$ cat src/rtl/fd_if.sv
// IF/ID bundle: fetch + hazard-unit controls in, decoded-side latch view and perf counters out.
interface fd_if #(
    parameter int WORD_W = 32,
    parameter int CNT_W  = 16
);
    logic              ihit;
    logic [WORD_W-1:0] imemload;
    logic [WORD_W-1:0] pc4;
    logic              stallFD;
    logic              flushFD;
    logic              flushHALT;
    logic [WORD_W-1:0] FDIFinst;
    logic [WORD_W-1:0] fdif_pc4;
    logic              fdif_valid;
    logic              fetch_hold;
    logic              skid_full;
    logic              halted;
    logic [CNT_W-1:0]  inst_cnt;
    logic [CNT_W-1:0]  bubble_cnt;

    modport master (
        output ihit, imemload, pc4, stallFD, flushFD, flushHALT,
        input  FDIFinst, fdif_pc4, fdif_valid, fetch_hold, skid_full, halted,
               inst_cnt, bubble_cnt
    );

    modport slave (
        input  ihit, imemload, pc4, stallFD, flushFD, flushHALT,
        output FDIFinst, fdif_pc4, fdif_valid, fetch_hold, skid_full, halted,
               inst_cnt, bubble_cnt
    );
endinterface

$ cat src/rtl/fetch_decode_latch.sv
// IF/ID pipeline register with a one-entry skid buffer for fetches that land during a stall,
// sticky halt, and saturating instruction/bubble counters.
module fetch_decode_latch #(
    parameter int                WORD_W   = 32,
    parameter int                CNT_W    = 16,
    parameter logic [WORD_W-1:0] NOP_WORD = '0
) (
    input logic clk,
    input logic rst,
    fd_if.slave bus
);
    typedef enum logic [1:0] {
        ST_RUN    = 2'd0,
        ST_SKID   = 2'd1,
        ST_HALTED = 2'd2
    } state_e;

    state_e            state_q, state_d;
    logic [WORD_W-1:0] inst_q, inst_d;
    logic [WORD_W-1:0] pc4_q, pc4_d;
    logic              valid_q, valid_d;
    logic [WORD_W-1:0] skid_inst_q, skid_inst_d;
    logic [WORD_W-1:0] skid_pc4_q, skid_pc4_d;
    logic [CNT_W-1:0]  inst_cnt_q, inst_cnt_d;
    logic [CNT_W-1:0]  bubble_cnt_q, bubble_cnt_d;
    logic              inst_inc, bubble_inc;

    always_comb begin
        // NOTE: every signal gets its hold value first so no path through this block infers a latch.
        state_d     = state_q;
        inst_d      = inst_q;
        pc4_d       = pc4_q;
        valid_d     = valid_q;
        skid_inst_d = skid_inst_q;
        skid_pc4_d  = skid_pc4_q;
        inst_inc    = 1'b0;
        bubble_inc  = 1'b0;

        if (state_q == ST_HALTED) begin
            // Frozen until reset; every input, including further flushes, is ignored.
        end else if (bus.flushHALT) begin
            inst_d      = NOP_WORD;
            pc4_d       = '0;
            valid_d     = 1'b0;
            skid_inst_d = '0;
            skid_pc4_d  = '0;
            state_d     = ST_HALTED;
        end else if (bus.flushFD) begin
            // Any skid instruction is dropped: fetch refetches it after the redirect.
            inst_d      = NOP_WORD;
            pc4_d       = '0;
            valid_d     = 1'b0;
            skid_inst_d = '0;
            skid_pc4_d  = '0;
            state_d     = ST_RUN;
            bubble_inc  = 1'b1;
        end else if (bus.stallFD) begin
            if (state_q == ST_RUN && bus.ihit) begin
                skid_inst_d = bus.imemload;
                skid_pc4_d  = bus.pc4;
                state_d     = ST_SKID;
            end
        end else if (state_q == ST_SKID) begin
            // Fetch was held by fetch_hold, so any ihit this cycle is not a new instruction.
            inst_d      = skid_inst_q;
            pc4_d       = skid_pc4_q;
            valid_d     = 1'b1;
            skid_inst_d = '0;
            skid_pc4_d  = '0;
            state_d     = ST_RUN;
            inst_inc    = 1'b1;
        end else if (bus.ihit) begin
            inst_d   = bus.imemload;
            pc4_d    = bus.pc4;
            valid_d  = 1'b1;
            inst_inc = 1'b1;
        end else begin
            inst_d     = NOP_WORD;
            pc4_d      = '0;
            valid_d    = 1'b0;
            bubble_inc = 1'b1;
        end

        inst_cnt_d   = (inst_inc && inst_cnt_q != '1) ? inst_cnt_q + 1'b1 : inst_cnt_q;
        bubble_cnt_d = (bubble_inc && bubble_cnt_q != '1) ? bubble_cnt_q + 1'b1 : bubble_cnt_q;
    end

    always_ff @(posedge clk or posedge rst) begin
        if (rst) begin
            state_q      <= ST_RUN;
            inst_q       <= NOP_WORD;
            pc4_q        <= '0;
            valid_q      <= 1'b0;
            skid_inst_q  <= '0;
            skid_pc4_q   <= '0;
            inst_cnt_q   <= '0;
            bubble_cnt_q <= '0;
        end else begin
            // NOTE: non-blocking updates so every register samples the pre-edge values.
            state_q      <= state_d;
            inst_q       <= inst_d;
            pc4_q        <= pc4_d;
            valid_q      <= valid_d;
            skid_inst_q  <= skid_inst_d;
            skid_pc4_q   <= skid_pc4_d;
            inst_cnt_q   <= inst_cnt_d;
            bubble_cnt_q <= bubble_cnt_d;
        end
    end

    assign bus.FDIFinst   = inst_q;
    assign bus.fdif_pc4   = pc4_q;
    assign bus.fdif_valid = valid_q;
    assign bus.skid_full  = (state_q == ST_SKID);
    assign bus.fetch_hold = (state_q == ST_SKID);
    assign bus.halted     = (state_q == ST_HALTED);
    assign bus.inst_cnt   = inst_cnt_q;
    assign bus.bubble_cnt = bubble_cnt_q;
endmodule

$ cat src/flat_wrapper.sv
// flat-port wrapper written by rule: the top's interface ports become plain ports
module fetch_decode_latch_flat 
#(
    parameter int                WORD_W   = 32,
    parameter int                CNT_W    = 16,
    parameter logic [WORD_W-1:0] NOP_WORD = '0
)
  (clk, rst, bus_ihit, bus_imemload, bus_pc4, bus_stallFD, bus_flushFD, bus_flushHALT, bus_FDIFinst, bus_fdif_pc4, bus_fdif_valid, bus_fetch_hold, bus_skid_full, bus_halted, bus_inst_cnt, bus_bubble_cnt);
  fd_if #(.WORD_W(WORD_W), .CNT_W(CNT_W)) bus_i ();
  input logic clk;
  input logic rst;
  input wire logic [$bits(bus_i.ihit)-1:0] bus_ihit;
  input wire logic [$bits(bus_i.imemload)-1:0] bus_imemload;
  input wire logic [$bits(bus_i.pc4)-1:0] bus_pc4;
  input wire logic [$bits(bus_i.stallFD)-1:0] bus_stallFD;
  input wire logic [$bits(bus_i.flushFD)-1:0] bus_flushFD;
  input wire logic [$bits(bus_i.flushHALT)-1:0] bus_flushHALT;
  output wire logic [$bits(bus_i.FDIFinst)-1:0] bus_FDIFinst;
  output wire logic [$bits(bus_i.fdif_pc4)-1:0] bus_fdif_pc4;
  output wire logic [$bits(bus_i.fdif_valid)-1:0] bus_fdif_valid;
  output wire logic [$bits(bus_i.fetch_hold)-1:0] bus_fetch_hold;
  output wire logic [$bits(bus_i.skid_full)-1:0] bus_skid_full;
  output wire logic [$bits(bus_i.halted)-1:0] bus_halted;
  output wire logic [$bits(bus_i.inst_cnt)-1:0] bus_inst_cnt;
  output wire logic [$bits(bus_i.bubble_cnt)-1:0] bus_bubble_cnt;
  assign bus_i.ihit = bus_ihit;
  assign bus_i.imemload = bus_imemload;
  assign bus_i.pc4 = bus_pc4;
  assign bus_i.stallFD = bus_stallFD;
  assign bus_i.flushFD = bus_flushFD;
  assign bus_i.flushHALT = bus_flushHALT;
  assign bus_FDIFinst = bus_i.FDIFinst;
  assign bus_fdif_pc4 = bus_i.fdif_pc4;
  assign bus_fdif_valid = bus_i.fdif_valid;
  assign bus_fetch_hold = bus_i.fetch_hold;
  assign bus_skid_full = bus_i.skid_full;
  assign bus_halted = bus_i.halted;
  assign bus_inst_cnt = bus_i.inst_cnt;
  assign bus_bubble_cnt = bus_i.bubble_cnt;
  fetch_decode_latch #(.WORD_W(WORD_W), .CNT_W(CNT_W), .NOP_WORD(NOP_WORD)) u_core (.clk(clk), .rst(rst), .bus(bus_i));
endmodule
$ cat config.mk
export PLATFORM = sky130hd
export DESIGN_NAME = fetch_decode_latch_flat
export DESIGN_NICKNAME = d
export VERILOG_FILES = /design/src/rtl/fd_if.sv /design/src/rtl/fetch_decode_latch.sv /design/src/flat_wrapper.sv
export SDC_FILE = /design/constraint.sdc
export NUM_CORES = 1
export LEC_CHECK = 0
export ABC_AREA = 0
export CORE_ASPECT_RATIO = 0.6
export CORE_UTILIZATION = 26
export DETAILED_ROUTE_END_ITERATION = 10
export GPL_TIMING_DRIVEN = 0
export PLACE_DENSITY_LB_ADDON = 0.12
export REMOVE_ABC_BUFFERS = 1
export SLEW_MARGIN = 0
export SYNTH_ARGS = -nofsm -noshare
export SYNTH_HDL_FRONTEND = slang
export SYNTH_SLANG_ARGS = --single-unit
$ cat constraint.sdc
create_clock -name clk -period 12.75 [get_ports clk]
set_clock_uncertainty 0.15 [all_clocks]
set_input_delay 2.55 -clock clk [delete_from_list [all_inputs] [get_ports clk]]
set_output_delay 2.55 -clock clk [all_outputs]
set_load 0.05 [all_outputs]
==> metrics.cfg <==
[run_status]
status=completed

[drt]
drtAntennaViolNets=0
wire_per_inst_um=17.8
drc=0
vias=5217
via_per_inst=4.68
wl_um=19800
drt-pass1-iter-count=4
drt_iter0_drc=310

[timing]
maxSlewHeadroom=0.325
setup_viol=0
fin_crit_sh=0.455
finalHoldViolCount=0
fin_crit_ns=5.80
maxClockFrequency_mhz=172
worst_pin_slew_ns=1.01
rsz0062_at_grt=false
fin_setup_tns_ns=0
maxSlewViolCount=0

[flow_run]
maxCapViolCount=0

[placement]
port_buffers=169
dp.cells=1082
gp_congestion=0.793
place_hpwl_um=12600

[critical_path]
cp_num_buf_inv=2
crit_chain=nand2b_2 -> clkinv_2 -> clkdlybuf4s50_1
crit_path_end_kind=output port
path_class=flop to output port
cpLargestDelayFamily=buffers and inverters
cp_data_required_time_ns=10.05
cpMaxStageDelayCell=clkdlybuf4s50_1
cp.arrival_ns=3.10
critPathLaunchType=flop
path_max_fanout=24
cpPeakStageDelay_ns=0.84

[hold_path]
hp-class=flop to flop

[clock_tree]
clk_latency_ns=0.44
cts_hold_buf=0
cts_tree=yes
htree_levels=4
cts_resized=0
clockBufferDepth=2
cts_root_buffer=clkbuf_16
post-cts-setup-buffers=0
cts_made_buffers=17
clkSinkCount=163
cts.clk_slew.worst_paths_ns=0.06

[pwr]
leakage_uw=0.00428
powerDensity_nw_per_um2=163
ir_drop_v=0.0000718

[floorplan]
floorplan.die_area_um2=27100
core.rowCount=45
die_x_um=212
io_pins=170
start_util=0.268
core_um2=25600
die_height_um=128

[global_routing]
grtUsageTotal=0.155
grt_max_degree=101
gr-total-overflow=0
grt_first_pass_wirelength_um=31600
antenna_found_initial=2
grt_pass1_vias=5553

[synthesis]
syn_area_um2=6870
ys_warn_count=0
synthCells=591
yosysSeqAreaShare=0.594
syn_area_per_cell_um2=11.6
synth_cell_types=42
ys.flop_type=dfrtp_1
synth_edf_count=0
ys_ff_latch=163
async_reset_ff_frac=1.00

[final_layout]
postLayoutCoreUtil=0.376
area_delta_synth_final_pct=40.1
drive_above_1_share=0.0723
final_nets=822
fillerInstances=2486
layoutNonFillerInstCount=1114

## power by group
group	switching, µW	internal, µW	total (µW)
Combinational	298	154	452
Clock	201	306	507
Sequential	42.5	568	611
## layout by cell type (no fill, tap or decap), drive strengths merged, types with 3 or more instances in the layout
cell type and instances:
nor2 11, clkdlybuf4s50 169, clkinv 4, xor2 16, nor3 7, and3 6
mux2i 65, mux2 8, nand2 84, or3 4, clkbuf 25, nor4 7
inv 5, dfrtp 163, nand4 3, o21ai 66, buf 10, xnor2 7
a22o 64, nand3 14
## worst min-delay path: stages, from the launching register on
cell,delay (ns)
dfrtp_1,0.34
nand2_1,0.04
o21ai_0,0.06
## routing by layer
metal  GRT usage  part of all wire  wire length, µm  vias to the layer above
met4      0.0507             0.012              231                        2
met3      0.0519             0.050              998                       17
li1            -                 -                -                     2437
met5           0           0.00061               12                        -
met2       0.225              0.43             8500                      126
met1       0.216              0.51            10100                     2635
## state kept, by name, indices dropped and copies added (netlist names)
name / cells
u_core.bus.FDIFinst: 32
u_core.state_q: 2
u_core.bus.inst_cnt: 16
u_core.skid_inst_q: 32
u_core.bus.fdif_pc4: 32
u_core.skid_pc4_q: 32
u_core.bus.bubble_cnt: 16
u_core.bus.fdif_valid: 1
## cell type report
cell class	count	area, µm²	area share
diodes	1	2.50	0.000260
clock buffers	25	495	0.0515
clock inverters	5	75.1	0.00780
inverters	6	31.3	0.00325
multi-input cells	383	2640	0.274
flip-flops and latches	163	4080	0.424
well taps	352	440	0.0457
repair buffers	179	1860	0.193
## metrics by stage
step | hold slack [ns] | cell area (µm²) | setup slack (ns) | total power (µW)
final | 0.326 | 9630 | 6.95 | 1570
after global routing | 0.345 | 9620 | 6.77 | 1650
after CTS | 0.334 | 9600 | 6.08 | 1600
after detailed placement | 0.320 | 9020 | 6.59 | 1080
after global placement | 0.312 | 8840 | 1.60 | 1050
after floorplan | 0.322 | 6710 | 5.65 | 873
## synth_stat cells (all sizes together), types with 2 or more instances
cell type    n  share of area
nor3         7         0.0051
mux2         8          0.014
clkbuf      27          0.015
a22o        64          0.082
nor2b        2         0.0022
nor4         7         0.0064
xnor2        7         0.0089
mux2i       65          0.095
and3         6         0.0055
ha           2         0.0036
nand2       84          0.046
nor2        11         0.0060
buf         12         0.0087
or3          4         0.0036
nand4        3         0.0027
nand3       14          0.010
o21ai       66          0.048
inv          6         0.0033
dfrtp      163           0.59
xor2        16          0.020
## cells by family (layout without fill, tap and decap cells)
family / count (synthesis) / count (layout) / synth area share
XOR/XNOR: 23 / 23 / 0.0293
buffers and inverters: 45 / 215 / 0.0268
AND/OR/NAND/NOR: 146 / 146 / 0.0971
flip-flops: 163 / 163 / 0.594
AO/OA/AOI/OAI: 138 / 138 / 0.140
other: 0 / 1 / 0
multiplexers: 73 / 73 / 0.108
adder cells (fa/ha/maj): 3 / 3 / 0.00510
## path summary, 6_finish.rpt
| path | from | end | slack (ns) | depth (start not counted) |
|---|---|---|---|---|
| setup / recovery | u_core.state_q[1]$_DFFE_PP0P_ | bus_fetch_hold | 6.95 | 3 |
| hold / removal | u_core.bus.FDIFinst[21]$_DFFE_PP0P_ | u_core.bus.FDIFinst[21]$_DFFE_PP0P_ | 0.33 | 2 |
| setup reg to reg | u_core.state_q[1]$_DFFE_PP0P_ | u_core.bus.bubble_cnt[13]$_DFFE_PP0P_ | 9.76 | 5 |
| hold reg to reg | u_core.bus.FDIFinst[21]$_DFFE_PP0P_ | u_core.bus.FDIFinst[21]$_DFFE_PP0P_ | 0.33 | 2 |
| max in group asynchronous | rst | u_core.skid_pc4_q[9]$_DFFE_PP0P_ | 9.20 | 3 |
| min in group asynchronous | rst | u_core.bus.bubble_cnt[1]$_DFFE_PP0P_ | 2.37 | 2 |
Power figures use the tool's default switching activity.
